===== src/rtl/pgm_vram_arbiter.sv =====
// pgm_vram_arbiter
// Shares one single-port, synchronous-read 16-bit video RAM between the 68000
// bus and the tilemap renderer fetch port. The renderer normally wins. A
// starvation counter forces a CPU slot once a pending CPU access has lost
// CPU_MAX_WAIT consecutive cycles. The block also generates DTACK and the
// byte-lane write enables.
//
// Ports
//   fixed_20m_clk  system clock, rising edge
//   reset          synchronous, active-high
//   cpu_sel        VRAM selected with AS_n low, held until the bus cycle ends
//   cpu_rw_n       1 = read, 0 = write
//   cpu_uds_n      upper byte strobe, active low
//   cpu_lds_n      lower byte strobe, active low
//   cpu_addr       CPU word address
//   cpu_wdata      CPU write data
//   cpu_rdata      registered read data back to the CPU
//   cpu_dtack_n    registered DTACK, active low
//   ren_req        renderer fetch request
//   ren_addr       renderer word address
//   ren_ack        renderer granted this cycle (combinational)
//   ren_valid      ren_rdata holds data for the fetch acked two cycles earlier
//   ren_rdata      registered renderer read data
//   ram_addr       RAM address
//   ram_wdata      RAM write data (CPU write data passed through)
//   ram_we         RAM write enable
//   ram_be         byte enables {upper, lower}
//   ram_rdata      RAM read data, valid the cycle after the address
//
// CPU FSM
//   state  | meaning
//   IDLE   | no CPU access in progress; cpu_sel here is a new request
//   WAIT   | CPU request pending, lost arbitration at least once
//   ACCESS | RAM access issued last cycle; read data arrives now
//   DTACK  | DTACK asserted, waiting for the CPU to drop cpu_sel

module pgm_vram_arbiter #(
  parameter int ADDR_W       = 13,
  parameter int CPU_MAX_WAIT = 4
) (
  input  logic              fixed_20m_clk,
  input  logic              reset,
  input  logic              cpu_sel,
  input  logic              cpu_rw_n,
  input  logic              cpu_uds_n,
  input  logic              cpu_lds_n,
  input  logic [ADDR_W-1:0] cpu_addr,
  input  logic [15:0]       cpu_wdata,
  output logic [15:0]       cpu_rdata,
  output logic              cpu_dtack_n,
  input  logic              ren_req,
  input  logic [ADDR_W-1:0] ren_addr,
  output logic              ren_ack,
  output logic              ren_valid,
  output logic [15:0]       ren_rdata,
  output logic [ADDR_W-1:0] ram_addr,
  output logic [15:0]       ram_wdata,
  output logic              ram_we,
  output logic [1:0]        ram_be,
  input  logic [15:0]       ram_rdata
);

  localparam logic [1:0] ST_IDLE   = 2'd0;
  localparam logic [1:0] ST_WAIT   = 2'd1;
  localparam logic [1:0] ST_ACCESS = 2'd2;
  localparam logic [1:0] ST_DTACK  = 2'd3;

  localparam logic [3:0] STARVE_MAX = 4'(CPU_MAX_WAIT);

  logic [1:0] state;
  logic [3:0] starve;
  logic       ren_pend;   // renderer fetch issued last cycle, data on ram_rdata now
  logic       cpu_req;
  logic       cpu_grant;
  logic       ren_grant;

  // Reset gates both grants so nothing reaches the RAM in a reset cycle.
  always_comb begin
    cpu_req   = 1'b0;
    cpu_grant = 1'b0;
    ren_grant = 1'b0;
    if (!reset) begin
      cpu_req   = cpu_sel && ((state == ST_IDLE) || (state == ST_WAIT));
      cpu_grant = cpu_req && (!ren_req || (starve == STARVE_MAX));
      ren_grant = ren_req && !cpu_grant;
    end
  end

  assign ren_ack   = ren_grant;
  assign ram_addr  = cpu_grant ? cpu_addr : ren_addr;
  assign ram_wdata = cpu_wdata;
  assign ram_we    = cpu_grant && !cpu_rw_n && (!cpu_uds_n || !cpu_lds_n);
  assign ram_be    = {~cpu_uds_n, ~cpu_lds_n};

  always_ff @(posedge fixed_20m_clk) begin
    if (reset) begin
      state       <= ST_IDLE;
      starve      <= 4'd0;
      cpu_dtack_n <= 1'b1;
      cpu_rdata   <= 16'h0000;
      ren_pend    <= 1'b0;
      ren_valid   <= 1'b0;
      ren_rdata   <= 16'h0000;
    end else begin
      ren_pend  <= ren_grant;
      ren_valid <= ren_pend;
      if (ren_pend) begin
        ren_rdata <= ram_rdata;
      end

      case (state)
        ST_IDLE, ST_WAIT: begin
          if (!cpu_sel) begin
            // Bus cycle abandoned before it was served: no access, no DTACK.
            state  <= ST_IDLE;
            starve <= 4'd0;
          end else if (cpu_grant) begin
            state  <= ST_ACCESS;
            starve <= 4'd0;
          end else begin
            state <= ST_WAIT;
            if (starve != STARVE_MAX) begin
              starve <= starve + 4'd1;
            end
          end
        end
        ST_ACCESS: begin
          // The RAM access already happened; if the CPU has gone away the
          // write still lands but no DTACK is raised.
          if (!cpu_sel) begin
            state <= ST_IDLE;
          end else begin
            if (cpu_rw_n) begin
              cpu_rdata <= ram_rdata;
            end
            cpu_dtack_n <= 1'b0;
            state       <= ST_DTACK;
          end
        end
        ST_DTACK: begin
          if (!cpu_sel) begin
            cpu_dtack_n <= 1'b1;
            state       <= ST_IDLE;
          end
        end
        default: state <= ST_IDLE;
      endcase
    end
  end

endmodule


===== config.mk =====
export PLATFORM = sky130hd
export DESIGN_NAME = pgm_vram_arbiter
export DESIGN_NICKNAME = d
export VERILOG_FILES = /design/src/rtl/pgm_vram_arbiter.sv
export SDC_FILE = /design/constraint.sdc
export NUM_CORES = 1
export LEC_CHECK = 0
export CORE_MARGIN = 5
export CORE_UTILIZATION = 31
export CTS_CLUSTER_SIZE = 30
export DETAILED_ROUTE_END_ITERATION = 7
export GPL_TIMING_DRIVEN = 0
export PLACE_DENSITY_LB_ADDON = 0.12
export SLEW_MARGIN = 10
export SYNTH_ARGS = -nofsm -noshare
export SYNTH_HDL_FRONTEND = slang
export SYNTH_SLANG_ARGS = --single-unit

===== constraint.sdc =====
create_clock -name fixed_20m_clk -period 2.15 [get_ports fixed_20m_clk]
set_clock_uncertainty 0.2 [all_clocks]
set_input_delay 0.43 -clock fixed_20m_clk [delete_from_list [all_inputs] [get_ports fixed_20m_clk]]
set_output_delay 0.43 -clock fixed_20m_clk [all_outputs]
set_load 0.005 [all_outputs]

# Word level (Yosys, flattened, before mapping)
# Cells that the tools add are included.
[classes]
add_sub_neg = 1
n_reduce_logical = 19
eq_ne = 8
n_mux = 14
bitwise_logic = 2
[op_table]
columns = ["op", "n"]
rows = [
  ["$mux W13", 1],
  ["$mux W4", 3],
  ["$mux W2", 4],
  ["$pmux W2 S3", 1],
  ["$reduce_and A3 Y1", 2],
  ["$logic_and A1 B1 Y1", 5],
  ["$logic_not A1 Y1", 5],
  ["$add A4 B1 Y4 const B", 1],
  ["$eq A2 B2 Y1 const B", 2],
  ["$eq A4 B3 Y1 const B", 1],
  ["$mux W1", 4],
  ["$ne A2 B2 Y1 const B", 2],
  ["$ne A4 B3 Y1 const B", 1],
  ["$logic_or A1 B1 Y1", 3],
  ["$ne A3 B1 Y1 const B", 1],
  ["$eq A2 B1 Y1 const B", 1],
  ["$logic_not A2 Y1", 1],
  ["$not A1 Y1", 2],
  ["$pmux W1 S2", 1],
  ["$reduce_and A2 Y1", 1],
  ["$reduce_bool A2 Y1", 1],
  ["$reduce_or A2 Y1", 1],
]
[totals]
regBits = 41
out_inout_bits = 67

# Longest topological paths before layout
[depth]
ltp_word = 8
depth_mapped = 6
ltp_nobuf = 5

# Worst setup path after synthesis
# OpenSTA, ideal clock, no wires.
[synth_path]
kind = "register to output"
start = "reg starve[0]"
end = "out ram_addr[10]"
slack_ps = -42
required_ps = 1520
n_path_buf = 1
path_stages_with_launch = 7
t_arrival_ps = 1562
cell_sequence = "dfxtp_1 > inv_1 > ha_1 > nand3b_4 > a211oi_4 > buf_6 > mux2_2"
[synth_between]
elab_chain_len = 5
[synth_lines]
columns = ["element", "line_no", "rtl"]
rows = [
  ["start: declaration", "71", "logic [3:0] starve;"],
  ["start signal: assignment", "123", "starve <= starve + 4'd1;"],
  ["$eq A4 B3 Y1", "84", "cpu_grant = cpu_req && (!ren_req || (starve == STARVE_MAX));"],
  ["$logic_or A1 B1 Y1", "84", ""],
  ["$logic_and A1 B1 Y1", "84", ""],
  ["$mux W1", "82", "if (!reset) begin"],
  ["$mux W13", "90", "assign ram_addr = cpu_grant ? cpu_addr : ren_addr;"],
  ["end: declaration", "56", "output logic [ADDR_W-1:0] ram_addr,"],
]
# No other way between the ends.

# Worst setup path after layout
[layout_path]
start = "reg starve[0]"
end = "out ram_addr[3]"
# Same word-level chain as after synthesis.

==> metrics.cfg <==
[critical_path]
cp.required_ns=1.52
crit_type=flip-flop to output pin
worstPathArrival_ns=1.89
critical_path.max_fanout=4
r2r_cells=5
worst_setup_path_end_kind=output pin
cp-start-kind=flip-flop
reg2reg_from=state[1]$_SDFFE_PP0P_
timing.rr.end=cpu_rdata[7]$_SDFFE_PP0P_
regToRegSetupSlack_ns=0.36

[cells_and_area]
final_cells=416
syn_to_final_growth_pct=81.9
nNetsFinal=408
drive_above_1_share_pct=23.5
n_fill_cell=548
diodes=0

[timing]
worstMarginPinSlew_ns=0.551
rsz0062_at_grt=true
setup_viol=14
timing.slew.headroom_pct=63.3
min_period_ns=2.52
finalHoldViolCount=0
clock.fmax_mhz=396
finalMaxSlewViolations=0
finalCritPeriodShare_pct=117
final.setup.worst_slack_ns=-0.375

[detailed_routing]
detail-route-antenna-nets=0
drt_wl_total_um=5890
wl_per_cell_um=14.2
drt_iter0_markers=58
drc=0
via_per_inst=4.45
vias=1851
dr.pass1.iters=4

[power_and_ir_drop]
power_frac_comb_pct=23.2
p_leak_nw=1.35
peakVddDrop_v=0.000421
sequentialPowerShare_pct=47.9
swShare_pct=23.7
p_per_area_nw_per_um2=492
power_frac_clock_pct=29.0
p_switching_w=0.000395
internal_power_w=0.00127

[outcome]
status=finished, violations left
violations=negative setup slack

[die]
initial_core_util_pct=31.6
core_um2=5890
die_h_um=87.5
num_rows=28
io_pins=132
die_w_um=87.5
dieArea_um2=7660

[yosys]
ys_types=27
syn_area_um2=1860
yosys_warnings=0
synth_area_per_cell_um2=9.04
syn-num-nets=273
seq_area_frac_synth_pct=44.1
syn_inst=206
ys_seq_elements=41

[grt]
grt_util_all_layers_pct=15.7
grt_max_degree=13
grt_pass1_wl_um=9360
grt_antenna_before_repair=0
grt_pass1_vias=1861
overflow=0

[placed_design]
dp_cells=395
routabilityCongestion=0.760
dp_hpwl_um=4460
place_ws_ns=-0.969
port_buffers=114

[clock_tree]
insertion_delay_ns=0.29
cts_root_buf=clkbuf_8
clkTransAtPathRegs_ns=0.08
htreeDepth=2
postCtsHoldBufs=0
cts_sinks=41
cts_buffers=5
clockBufferDepth=2
cts_tree=yes

[min_path]
worstHoldStart=cpu_rdata[2]$_SDFFE_PP0P_
hold_depth=2
holdPathEnd=cpu_rdata[2]$_SDFFE_PP0P_
hold_class=flip-flop to flip-flop

[flow_run]
cap_violations=0

==> repair_timing <==
action	in CTS	in global routing
endpoints found under the setup margin	15	15
pin swaps	2	0
cloned	1	0
setup buffers	11	3
resized for setup	96	3
==> synthesized netlist by cell type <==
library cell	count	area (um^2)
a21oi_1	24	120
nand4_1	2	12.5
nand3_1	2	10.0
buf_2	4	20.0
dfxtp_1	41	821
o21bai_1	1	7.51
buf_4	16	120
ha_1	2	25.0
and2_1	1	6.26
or4_1	1	7.51
or3b_2	1	8.76
a31oi_1	3	18.8
nand2b_1	3	18.8
clkbuf_1	6	22.5
nor2b_1	1	6.26
nand3b_1	1	7.51
a211oi_4	1	20.0
inv_1	6	22.5
and4b_1	1	10.0
nand2_1	37	139
mux2_2	13	146
and2_2	1	7.51
nand3b_4	1	20.0
buf_6	2	22.5
nand4b_1	2	17.5
mux2i_1	16	160
nor2_1	17	63.8
==> cells by family after synthesis <==
group                      synth area share [%]
muxes                                      16.5
adders and majority gates                  1.34
buffers and inverters                      11.2
and+or+nand+nor                            18.0
DFF                                        44.1
AOI/OAI and AO/OA                          8.94
==> placed cells by master, fill, tap and decap left out, drive strengths merged <==
cell / Yosys / layout
clkdlybuf4s50: 0 / 97
buf: 22 / 50
dfxtp: 41 / 41
nand2: 37 / 37
a21oi: 24 / 24
nor2: 17 / 17
mux2i: 16 / 16
mux2: 13 / 13
clkbuf: 6 / 12
inv: 6 / 6
a31oi: 3 / 3
nand2b: 3 / 3
nand4b: 2 / 2
nand3: 2 / 2
nand4: 2 / 2
dlygate4sd2: 0 / 2
nand3b: 2 / 2
and2: 2 / 2
ha: 2 / 2
a211oi: 1 / 1
and4b: 1 / 1
o21bai: 1 / 1
nor2b: 1 / 1
or4: 1 / 1
or3b: 1 / 1
clkinv: 0 / 1
dlymetal6s2s: 0 / 1
==> routing by layer <==
metal / vias up / routed length [um] / track usage (%)
li1: 939 / - / -
met1: 845 / 2280 / 18.2
met2: 61 / 3150 / 28.3
met3: 6 / 400 / 4.45
met4: 0 / 66 / 3.77
met5: - / 0 / 0
==> metrics by stage <==
| stage | cell area (um^2) | TNS, ns | util [%] | total power (W) | hold slack [ns] |
|---|---|---|---|---|---|
| final | 3390 | -4.49 | 57.5 | 0.00167 | 0.253 |
| after global routing | 3390 | -5.85 | 57.5 | 0.00176 | 0.281 |
| after CTS | 3370 | -5.19 | 57.2 | 0.00169 | 0.258 |
| after detailed placement | 3110 | -15.43 | 52.8 | 0.00117 | 0.247 |
| after global placement | 3110 | -14.86 | 52.8 | 0.00117 | 0.241 |
| after floorplan | 1870 | 0 | - | 0.000941 | 0.253 |
==> worst max path at each step <==
stage / cells after the start / slack [ns] / from / endpoint
3_5_place_dp: 6 / -0.97 / reset / ram_addr[3]
5_1_grt: 8 / -0.47 / starve[0]$_SDFFE_PP0P_ / ram_addr[3]
2_1_floorplan: 6 / 0.004 / starve[0]$_SDFFE_PP0P_ / ram_addr[10]
4_1_cts: 8 / -0.39 / starve[0]$_SDFFE_PP0P_ / ram_addr[3]
3_3_place_gp: 6 / -0.95 / reset / ram_addr[3]
6_report: 8 / -0.37 / starve[0]$_SDFFE_PP0P_ / ram_addr[3]
==> worst max-delay path, cell delays in order, from the launching register on <==
cell,delay [ns]
dfxtp_2,0.33
inv_2,0.07
ha_4,0.14
nand3b_4,0.09
a211oi_4,0.29
buf_6,0.17
buf_6,0.10
mux2_4,0.30
buf_6,0.12
==> power by group through the flow <==
| stage | Clock, W | Combinational (W) | Sequential, W |
|---|---|---|---|
| floorplan | 0 | 0.000125 | 0.000816 |
| global placement | 0 | 0.000351 | 0.000814 |
| detailed placement | 0 | 0.000355 | 0.000815 |
| CTS | 0.000502 | 0.000388 | 0.000797 |
| global route | 0.000540 | 0.000416 | 0.000802 |
| finish | 0.000482 | 0.000386 | 0.000797 |
==> flip-flops by register name, indices dropped and copies added (netlist names) <==
signal       cells
starve           4
cpu_rdata       16
ren_rdata       16
state            2
ren_valid        1
cpu_dtack_n      1
ren_pend         1
==> cell type report <==
type / instances / area [um^2] / share of cell area (%)
Multi-Input combinational cell: 131 / 900 / 26.6
Timing Repair Buffer: 128 / 1280 / 37.8
Sequential cell: 41 / 823 / 24.3
Clock buffer: 6 / 72.6 / 2.14
Inverter: 6 / 22.5 / 0.665
Tap cell: 75 / 93.8 / 2.77
Buffer: 28 / 185 / 5.47
Clock inverter: 1 / 8.76 / 0.259
Power figures use the tool's default switching activity.
